--- config.mk ---
export PLATFORM = sky130hd
export DESIGN_NAME = d_mem_arbiter
export DESIGN_NICKNAME = d
export VERILOG_FILES = /design/src/rtl/d_mem_arbiter.sv
export SDC_FILE = /design/constraint.sdc
export NUM_CORES = 1
export LEC_CHECK = 0
export ABC_AREA = 1
export BUFFER_PORTS_ARGS = -buffer_cell sky130_fd_sc_hd__buf_2
export CAP_MARGIN = 0
export CORE_AREA = 8 8 88 90
export DETAILED_ROUTE_END_ITERATION = 10
export DIE_AREA = 0 0 96 98
export PLACE_DENSITY = 0.73
export SETUP_SLACK_MARGIN = 0.1
export SLEW_MARGIN = 20
export SYNTH_ARGS = -nofsm -noshare
export SYNTH_HDL_FRONTEND = slang
export SYNTH_SLANG_ARGS = --single-unit
--- constraint.sdc ---
create_clock -name i_clk -period 1.9 [get_ports i_clk]
set_input_delay 0.285 -clock i_clk [delete_from_list [all_inputs] [get_ports i_clk]]
set_output_delay 0.285 -clock i_clk [all_outputs]
set_load 0.02 [all_outputs]
--- src/rtl/d_mem_arbiter.sv ---
`default_nettype none
// ============================================================================
// Module   : d_mem_arbiter
// Purpose  : Two-master round-robin arbiter in front of the single-port data
//            memory d_mem, with one-cycle read return routing and a bounded
//            bus lock for read-modify-write sequences.
// Revision : 1.0 - initial release
// ============================================================================
module d_mem_arbiter #(
    parameter int ADDR_W   = 13,
    parameter int DATA_W   = 32,
    parameter int MAX_LOCK = 16
) (
    input  logic              i_clk,
    input  logic              i_rst_n,
    input  logic              i_m0_req,
    input  logic              i_m0_we,
    input  logic              i_m0_lock,
    input  logic [ADDR_W-1:0] i_m0_addr,
    input  logic [DATA_W-1:0] i_m0_wdata,
    output logic              o_m0_gnt,
    output logic              o_m0_rvalid,
    output logic [DATA_W-1:0] o_m0_rdata,
    input  logic              i_m1_req,
    input  logic              i_m1_we,
    input  logic              i_m1_lock,
    input  logic [ADDR_W-1:0] i_m1_addr,
    input  logic [DATA_W-1:0] i_m1_wdata,
    output logic              o_m1_gnt,
    output logic              o_m1_rvalid,
    output logic [DATA_W-1:0] o_m1_rdata,
    output logic              o_mem_wren,
    output logic [ADDR_W-1:0] o_mem_addr,
    output logic [DATA_W-1:0] o_mem_wdata,
    input  logic [DATA_W-1:0] i_mem_rdata,
    output logic              o_busy
);

    localparam int                CNT_W = $clog2(MAX_LOCK + 1);
    localparam logic [CNT_W-1:0]  C_MAX = CNT_W'(MAX_LOCK);
    localparam logic [CNT_W-1:0]  C_ONE = CNT_W'(1);

    typedef enum logic [1:0] {
        LK_NONE = 2'd0,
        LK_M0   = 2'd1,
        LK_M1   = 2'd2
    } lock_e;

    lock_e              lock_q, lock_d;
    logic               last_gnt_q, last_gnt_d;
    logic [CNT_W-1:0]   lock_cnt_q, lock_cnt_d;
    logic               rd_pend_q, rd_pend_d;
    logic               rd_id_q, rd_id_d;

    logic               w_gnt0, w_gnt1, w_any, w_sel, w_we, w_lock;
    logic [CNT_W-1:0]   w_cnt_inc;

    // Grant selection: lock owner only while locked, otherwise round-robin.
    // Grants are suppressed while reset is asserted so memory pins stay quiet.
    always_comb begin
        w_gnt0 = 1'b0;
        w_gnt1 = 1'b0;
        if (i_rst_n) begin
            case (lock_q)
                LK_M0:   w_gnt0 = i_m0_req;
                LK_M1:   w_gnt1 = i_m1_req;
                default: begin
                    if (i_m0_req && i_m1_req) begin
                        if (last_gnt_q) w_gnt0 = 1'b1;
                        else            w_gnt1 = 1'b1;
                    end else begin
                        w_gnt0 = i_m0_req;
                        w_gnt1 = i_m1_req;
                    end
                end
            endcase
        end
        w_any  = w_gnt0 | w_gnt1;
        w_sel  = w_gnt1;
        w_we   = w_sel ? i_m1_we   : i_m0_we;
        w_lock = w_sel ? i_m1_lock : i_m0_lock;
    end

    // Drive the memory pins from the winner; all zero when nothing is granted.
    always_comb begin
        o_mem_wren  = 1'b0;
        o_mem_addr  = '0;
        o_mem_wdata = '0;
        if (w_gnt0) begin
            o_mem_wren  = i_m0_we;
            o_mem_addr  = i_m0_addr;
            o_mem_wdata = i_m0_wdata;
        end else if (w_gnt1) begin
            o_mem_wren  = i_m1_we;
            o_mem_addr  = i_m1_addr;
            o_mem_wdata = i_m1_wdata;
        end
    end

    // Next-state: round-robin pointer, lock ownership/count and read tag.
    always_comb begin
        lock_d     = lock_q;
        lock_cnt_d = lock_cnt_q;
        last_gnt_d = last_gnt_q;
        rd_pend_d  = w_any & ~w_we;
        rd_id_d    = w_sel;
        w_cnt_inc  = lock_cnt_q + C_ONE;
        if (w_any) begin
            last_gnt_d = w_sel;
            if (!w_lock) begin
                lock_d     = LK_NONE;
                lock_cnt_d = '0;
            end else if (lock_q == LK_NONE) begin
                // Lock taken on this grant; a limit of one releases at once.
                if (C_ONE >= C_MAX) begin
                    lock_d     = LK_NONE;
                    lock_cnt_d = '0;
                end else begin
                    lock_d     = w_sel ? LK_M1 : LK_M0;
                    lock_cnt_d = C_ONE;
                end
            end else if (w_cnt_inc >= C_MAX) begin
                // Forced release; last_gnt = owner hands the next tie over.
                lock_d     = LK_NONE;
                lock_cnt_d = '0;
            end else begin
                lock_cnt_d = w_cnt_inc;
            end
        end
    end

    // State registers with asynchronous active-low clear.
    always_ff @(posedge i_clk or negedge i_rst_n) begin
        if (!i_rst_n) begin
            lock_q     <= LK_NONE;
            lock_cnt_q <= '0;
            last_gnt_q <= 1'b1;
            rd_pend_q  <= 1'b0;
            rd_id_q    <= 1'b0;
        end else begin
            lock_q     <= lock_d;
            lock_cnt_q <= lock_cnt_d;
            last_gnt_q <= last_gnt_d;
            rd_pend_q  <= rd_pend_d;
            rd_id_q    <= rd_id_d;
        end
    end

    // Response routing: read data only reaches the tagged master.
    always_comb begin
        o_m0_gnt    = w_gnt0;
        o_m1_gnt    = w_gnt1;
        o_m0_rvalid = rd_pend_q & ~rd_id_q;
        o_m1_rvalid = rd_pend_q &  rd_id_q;
        o_m0_rdata  = o_m0_rvalid ? i_mem_rdata : '0;
        o_m1_rdata  = o_m1_rvalid ? i_mem_rdata : '0;
        o_busy      = (lock_q != LK_NONE);
    end

endmodule
`default_nettype wire

=== Word-level counts from Yosys, hierarchy flattened ===
Index checks and enable logic that the tools add are counted.

* Bits in registers: 10
* Bits of input ports: 130
* Output and inout port bits: 115
* Word-level logic and storage cells: 45

* Add/sub/neg operators: 1
* Magnitude comparators: 1
* Equal/unequal tests: 3
* Mux-type cells: 25
* Bitwise logic cells: 6
* Reductions and logical operators: 4

{| class="wikitable"
|+ Operators with widths
! operator !! count
|-
| $mux 32 || 4
|-
| $mux 13 || 2
|-
| $mux 5 || 3
|-
| $mux 1 || 10
|-
| $mux 2 || 4
|-
| $add 5x1->5 const B || 1
|-
| $ge 5x5->1 const B || 1
|-
| $pmux 1 s2 || 2
|-
| $and 1x1->1 || 3
|-
| $ne 3x1->1 const B || 1
|-
| $eq 2x1->1 const B || 1
|-
| $eq 2x2->1 const B || 1
|-
| $logic_not 2->1 || 1
|-
| $not 1->1 || 2
|-
| $reduce_and 2->1 || 1
|-
| $reduce_bool 2->1 || 1
|-
| $logic_and 1x1->1 || 1
|-
| $or 1x1->1 || 1
|}

=== Logic depth before layout (Yosys ltp) ===
Gate-level depths: netlist (run 1).

* Depth in word-level cells: 7
* Depth in mapped cells: 11
* Depth with buffers taken out: 11

=== Worst setup path before layout (run 1) ===
No wires, ideal clock.

* Path type: register to output
* Start: register lock_q[0]
* End: output o_mem_wren
* Arrival time: 1.649 ns
* Required time: 1.615 ns
* Slack: -0.034 ns
* Cell stages (with the launch flop): 8
* Buffers on the path: 0
* Cells stage by stage: dfrtp_1 > inv_1 > ha_1 > nand2_1 > nand3_4 > inv_1 > nand2_1 > a21oi_1

* Word-level cells in the longest chain between the ends: 5
* Elaborated cells on any way between the ends: 8
* Classes of those cells: 2 x eq/ne; 6 x mux

{| class="wikitable"
|+ RTL lines
! item !! line !! source
|-
| start: declaration || 49 || <nowiki>lock_e lock_q, lock_d;</nowiki>
|-
| start signal: assignment || 141 || <nowiki>lock_q <= lock_d;</nowiki>
|-
| $eq 2x2->1 / $eq 2x1->1 (equally long branches) || 64 || <nowiki>case (lock_q)</nowiki>
|-
| $pmux 1 s2 (*) || 64 ||
|-
| $mux 1 (*) || 63 || <nowiki>if (i_rst_n) begin</nowiki>
|-
| net o_m1_gnt || 29 || <nowiki>output logic o_m1_gnt,</nowiki>
|-
| $mux 1 (*) || 93 || <nowiki>end else if (w_gnt1) begin</nowiki>
|-
| $mux 1 (*) || 89 || <nowiki>if (w_gnt0) begin</nowiki>
|-
| end: declaration || 32 || <nowiki>output logic o_mem_wren,</nowiki>
|}

The timed path passes the listed nets; every way through them passes the cells marked *.

=== Worst setup path after layout (run 1) ===
* Start: register lock_q[0]
* End: output o_mem_wdata[0]

* Word-level cells in the longest chain between the ends: 5
* Elaborated cells on any way between the ends: 8
* Classes of those cells: 2 x eq/ne; 6 x mux

{| class="wikitable"
|+ RTL lines
! item !! line !! source
|-
| $eq 2x2->1 / $eq 2x1->1 (equally long branches) || 64 ||
|-
| $pmux 1 s2 || 64 ||
|-
| $mux 1 || 63 ||
|-
| $mux 32 || 93 ||
|-
| $mux 32 (*) || 89 ||
|-
| end: declaration || 34 || <nowiki>output logic [DATA_W-1:0] o_mem_wdata,</nowiki>
|}

Mark *: on every way between the ends. The rest lies on a longest branch, timed or not.

==> results.sh, run 1 <==
export IMPL_status="complete, but fails checks"
export IMPL_violations="setup timing"
export IMPL_setup_ws_ns=-0.302
export IMPL_finalCritPeriodShare_pct=116
export IMPL_met3_usage_pct=4.37
export IMPL_ys_ff_latch=10
export IMPL_start_util_pct=25.5
export IMPL_port_buffers=244
export IMPL_grt_pass1_vias=3065
export IMPL_path_class="reg -> out"
export IMPL_diodes=0
export IMPL_yosysSeqAreaShare_pct=15.2
export IMPL_insertion_delay_ns=0.25
export IMPL_cap_violations=0
export IMPL_dpl_cell_area_sq_um=3100
export IMPL_die_area_sq_um=9410
export IMPL_rsz0062_at_grt="true"
export IMPL_wl_per_cell_microns=15.5
export IMPL_setup_viol=48
export IMPL_core_area_sq_um=6490
export IMPL_die_y_microns=98
export IMPL_yosysWarnings=0
export IMPL_syn_nets=464
export IMPL_crit_path_end_kind="output port"
export IMPL_clkSinkCount=10
export IMPL_io_pins=245
export IMPL_yosysUniqueCellTypes=24
export IMPL_cp_max_fo=8
export IMPL_cts_root_buffer="clkbuf_8"
export IMPL_met1_usage_pct=19.6
export IMPL_die_x_microns=96
export IMPL_startpoint="lock_q[0]"
export IMPL_antenna_found_initial=0
export IMPL_finalPower_mw=4.05
export IMPL_firstDrtPassIters=4
export IMPL_grt_use_met2_pct=38.1
export IMPL_synth_edf_count=0
export IMPL_skew_ns=0.00109
export IMPL_crit_required_ns=1.62
export IMPL_synth_area_per_cell_sq_um=5.03
export IMPL_clock_path_buffers=2
export IMPL_gp_congestion=0.905
export IMPL_ys_async_sr_fraction_pct=100
export IMPL_synth_flop_cell="dfrtp_1"
export IMPL_drt_iter0_drc=95
export IMPL_hold_violations=0
export IMPL_r2r_start="lock_q[1]"
export IMPL_worst_pin_slew_ns=0.317
export IMPL_fmax_mhz=454
export IMPL_grt_max_degree=34
export IMPL_final_cell_area_sq_um=4010
export IMPL_rows=30
export IMPL_grt_pass1_wl_microns=15200
export IMPL_viasPerCell=4.53
export IMPL_vias=3088
export IMPL_drcViolationCount=0
export IMPL_grt_total_usage_pct=20.0
export IMPL_path_clk_slew_ns=0.05
export IMPL_synthCells=330
export IMPL_postCtsHoldBufs=0
export IMPL_syn_area_sq_um=1660
export IMPL_leakage_nw=2.54
export IMPL_h_tree_depth=1
export IMPL_power_density_nw_per_um2=1010
export IMPL_syn_to_final_growth_pct=142
export IMPL_cp_arrival_ns=1.92
export IMPL_nNetsFinal=737
export IMPL_fin_crit_ns=2.20
export IMPL_drt_total_wl_microns=10500
export IMPL_top_usage_layer="met2"
export IMPL_slew_headroom_pct=78.9
export IMPL_grt_overflow_total=0
export IMPL_hold_class="in -> async"
export IMPL_layout_drive_gt1_share_pct=65.4
export IMPL_ant_nets=0
export IMPL_dpl_hpwl_microns=7330
export IMPL_maxSlewViolCount=0
export IMPL_ir_drop_uv=701
export IMPL_start_kind="flop"
export IMPL_cts_tree="built"
export IMPL_cts_buffers_inserted=3
## layout by cell type (no fill, tap or decap), types with 3 or more instances in the layout
cell and count:
buf_2 195, nand2_2 79, nand2_1 75, nor2_1 67
buf_6 51, inv_1 39, buf_4 23, dfrtp_1 9
nand2_4 8, nand3_1 6, buf_16 5, inv_2 4
nand4_1 4, nor2_4 3, clkinvlp_4 3, clkbuf_8 3
clkbuf_16 3, buf_12 3
## path summary, 6_finish.rpt
kind	to	slack [ns]	depth (start not counted)
setup / recovery	o_mem_wdata[0]	-0.30	13
hold / removal	last_gnt_q	0.02	1
setup reg to reg	rd_pend_q	0.03	12
hold reg to reg	lock_cnt_q[4]	0.54	2
max in group asynchronous	lock_cnt_q[2]	1.75	2
min in group i_clk	lock_q[1]	0.29	3
## power breakdown
group,internal [mW],leakage [nW],total (mW),switching [mW]
Sequential,0.279,0.132,0.327,0.0485
Clock,0.148,0.0228,0.240,0.0924
Combinational,1.60,2.38,3.48,1.88
Total,2.02,2.54,4.05,2.02
## cell families (layout without fill, tap and decap cells)
logic type | count (synthesis) | after routing | share of synthesized area (%)
XOR/XNOR | 1 | 1 | 0.528
flip-flops | 10 | 10 | 15.2
AND/OR/NAND/NOR | 248 | 248 | 61.5
adder cells (fa/ha/maj) | 4 | 4 | 3.02
AO/OA/AOI/OAI | 5 | 5 | 1.66
buffers and inverters | 62 | 334 | 18.1
## through the flow
step	TNS, ns	utilization (%)	instances	hold WS, ns	worst slack, ns
final	-12.46	61.8	682	0.0166	-0.302
after global placement	-0.0103	47.8	651	0.278	-0.00563
after CTS	-11.46	59.5	675	0.0216	-0.277
after global routing	-16.70	61.8	682	0.0149	-0.394
after detailed placement	-0.804	47.8	651	0.278	-0.0401
after floorplan	0	-	330	-0.0106	0.0914
## Yosys cell counts, types with 2 or more instances
library cell    n  area (sq um)
buf_6           7          78.8
clkbuf_1        6          22.5
dfrtp_1         9           225
ha_1            4          50.1
inv_1          45           169
nand2_1       151           567
nand2_2        11          68.8
nand3_1         7          35.0
nand4_1         4          25.0
nor2_1         68           255
nor2_2          2          12.5
nor3_1          2          10.0
o21ai_0         3          15.0
## critical path, cell delays in order, from the launching register on
cell	delay, ns
dfrtp_1	0.36
inv_2	0.06
ha_4	0.28
inv_4	0.05
nor2_4	0.09
nor2_4	0.04
nand2_2	0.08
inv_4	0.06
nor2_8	0.11
buf_6	0.15
buf_16	0.14
nand2_2	0.06
nand2_1	0.08
buf_6	0.12
## sequential cells by signal (all words and copies together), names as in the netlist
signal and cells:
lock_cnt_q 5, last_gnt_q 1, rd_id_q 1, lock_q 2, rd_pend_q 1
## cell type report
type / count / area (sq um)
Fill cell: 553 / 2480
Inverter: 47 / 189
Clock buffer: 4 / 45.0
Tap cell: 80 / 100
Sequential cell: 10 / 251
Timing Repair inverter: 1 / 7.51
Timing Repair Buffer: 282 / 2030
Multi-Input combinational cell: 258 / 1400
## repair_timing
action                                  CTS  global route
gates cloned                              6             4
resized for setup                       154            13
pin swaps                                13             3
endpoints found under the setup margin   80            87
buffers inserted                         14             3
## per-layer routing
metal | wire, microns | share of wire (%)
met5 | 0 | 0
met2 | 5660 | 54
met3 | 1010 | 9.6
met1 | 3540 | 34
met4 | 333 | 3.2
No activity file was read; power rests on OpenSTA's default activity.
==> inputs of run 2 (changes only) <==
Settings changed: PLACE_DENSITY 0.73 to 0.8.
==> results.sh, run 2 (same netlist as run 1, synthesis figures left out) <==
export IMPL_status="complete, but fails checks"
export IMPL_violations="setup timing"
export IMPL_cts_root_buffer="clkbuf_8"
export IMPL_port_buffers=244
export IMPL_path_class="reg -> out"
export IMPL_r2r_slack_ns=0.01
export IMPL_path_clk_slew_ns=0.05
export IMPL_seqCellArea_sq_um=251
export IMPL_grt_pass1_vias=3006
export IMPL_h_tree_depth=1
export IMPL_cts_tree="built"
export IMPL_setup_viol=48
export IMPL_core_area_sq_um=6490
export IMPL_largest_register="lock_cnt_q"
export IMPL_grt_total_usage_pct=19.4
export IMPL_layout_common_cells="195 x buf_2, 96 x nand2_1, 66 x nor2_1"
export IMPL_crit_path_end_kind="output port"
export IMPL_start_util_pct=25.5
export IMPL_ant_nets=0
export IMPL_worst_r2r_path_depth=13
export IMPL_cp_endpoint="o_mem_addr[8]"
export IMPL_slew_headroom_pct=79.2
export IMPL_cts_buffers_inserted=3
export IMPL_grt_pass1_wl_microns=14900
export IMPL_layout_drive_gt1_share_pct=61.1
export IMPL_cp_arrival_ns=1.91
export IMPL_gp_congestion=0.933
export IMPL_hold_violations=0
export IMPL_viasPerCell=4.50
export IMPL_r2r_end="lock_cnt_q[1]"
export IMPL_startpoint="lock_q[0]"
export IMPL_io_pins=245
export IMPL_maxSlewViolCount=0
export IMPL_mostFrequentLayoutCell="buf_2"
export IMPL_grt_max_degree=43
export IMPL_start_kind="flop"
export IMPL_leakage_nw=2.37
export IMPL_clock_path_buffers=2
export IMPL_clkSinkCount=10
export IMPL_die_x_microns=96
export IMPL_rows=30
export IMPL_finalCritPeriodShare_pct=116
export IMPL_power_density_nw_per_um2=990
export IMPL_drt_iter0_drc=73
export IMPL_top_regs="lock_cnt_q x5, lock_q x2"
export IMPL_setup_ws_ns=-0.297
export IMPL_syn_to_final_growth_pct=122
export IMPL_antenna_found_initial=0
export IMPL_skew_ns=0.00145
export IMPL_die_y_microns=98
export IMPL_hold_ws_ns=0.00959
export IMPL_hold_class="in -> async"
export IMPL_drcViolationCount=0
export IMPL_rsz0062_at_grt="true"
export IMPL_drt_total_wl_microns=10300
export IMPL_die_area_sq_um=9410
export IMPL_insertion_delay_ns=0.24
export IMPL_largest_reg_flops=5
export IMPL_fillCellCount=586
export IMPL_wl_per_cell_microns=15.4
export IMPL_ir_drop_uv=605
export IMPL_cp_max_fo=21
export IMPL_firstDrtPassIters=4
export IMPL_fmax_mhz=455
export IMPL_crit_required_ns=1.62
export IMPL_grt_overflow_total=0
export IMPL_cap_violations=0
export IMPL_vias=3027
export IMPL_postCtsHoldBufs=0
export IMPL_worst_pin_slew_ns=0.312
export IMPL_place_ws_ns=-0.104
export IMPL_dpl_hpwl_microns=7660
export IMPL_nNetsFinal=727
export IMPL_r2r_start="lock_q[0]"
export IMPL_diodes=0
export IMPL_multiInputGateArea_sq_um=1310
export IMPL_fin_crit_ns=2.20
-- run 2: area by class of cell --
class / count / share of cell area [%]
Multi-Input combinational cell: 258 / 35.6
Timing Repair inverter: 1 / 0.204
Sequential cell: 10 / 6.83
Inverter: 47 / 5.20
Timing Repair Buffer: 272 / 48.3
Tap cell: 80 / 2.72
Clock buffer: 4 / 1.22
-- run 2: routing by layer --
metal	vias up	wire, microns	global-route usage, %
li1	1483	-	-
met1	1331	3340	19.3
met2	183	5420	36.0
met3	30	1230	5.99
met4	0	327	6.63
met5	-	0	0
-- run 2: where the power goes --
part | total [mW] | internal (mW) | leakage (nW) | switching [mW]
combinational | 3.08 | 1.32 | 2.21 | 1.76
clock | 0.237 | 0.148 | 0.0228 | 0.0898
sequential | 0.329 | 0.279 | 0.132 | 0.0498
-- run 2: repair_timing --
item	4_1_cts	5_1_grt
setup endpoints to repair	80	58
resized for setup	100	24
buffers inserted	5	9
cloned	2	2
pin swaps	3	7
-- run 2: stage by stage --
| step | TNS [ns] | std cells | total power, mW | instance area (sq um) | utilization [%] |
|---|---|---|---|---|---|
| CTS | -10.30 | 662 | 3.39 | 3510 | 54.0 |
| global route | -16.93 | 672 | 3.88 | 3680 | 56.7 |
| global placement | -1.30 | 651 | 2.59 | 3090 | 47.6 |
| floorplan | 0 | 330 | 1.86 | 1780 | - |
| finish | -12.21 | 672 | 3.65 | 3680 | 56.7 |
| detailed placement | -2.60 | 651 | 2.64 | 3090 | 47.6 |
-- run 2: worst min path at each step --
| stage | endpoint | from | slack (ns) |
|---|---|---|---|
| after global routing | lock_cnt_q[3] | i_rst_n | 0.02 |
| final | lock_q[1] | i_rst_n | 0.01 |
| after CTS | lock_cnt_q[4] | i_rst_n | 0.008 |
| after global placement | lock_cnt_q[4] | i_rst_n | 0.26 |
| after detailed placement | lock_cnt_q[4] | i_rst_n | 0.26 |
| after floorplan | lock_cnt_q[0] | i_rst_n | -0.01 |
-- run 2: worst max-delay path: stages, from the launching register on --
cell and delay (ns):
dfrtp_1 0.38, inv_2 0.08, ha_4 0.21, inv_4 0.08
nor2_4 0.03, nor2_2 0.12, nand2_2 0.10, clkinv_4 0.08
buf_4 0.12, buf_12 0.15, nand2_1 0.09, nand2_2 0.08
buf_4 0.13
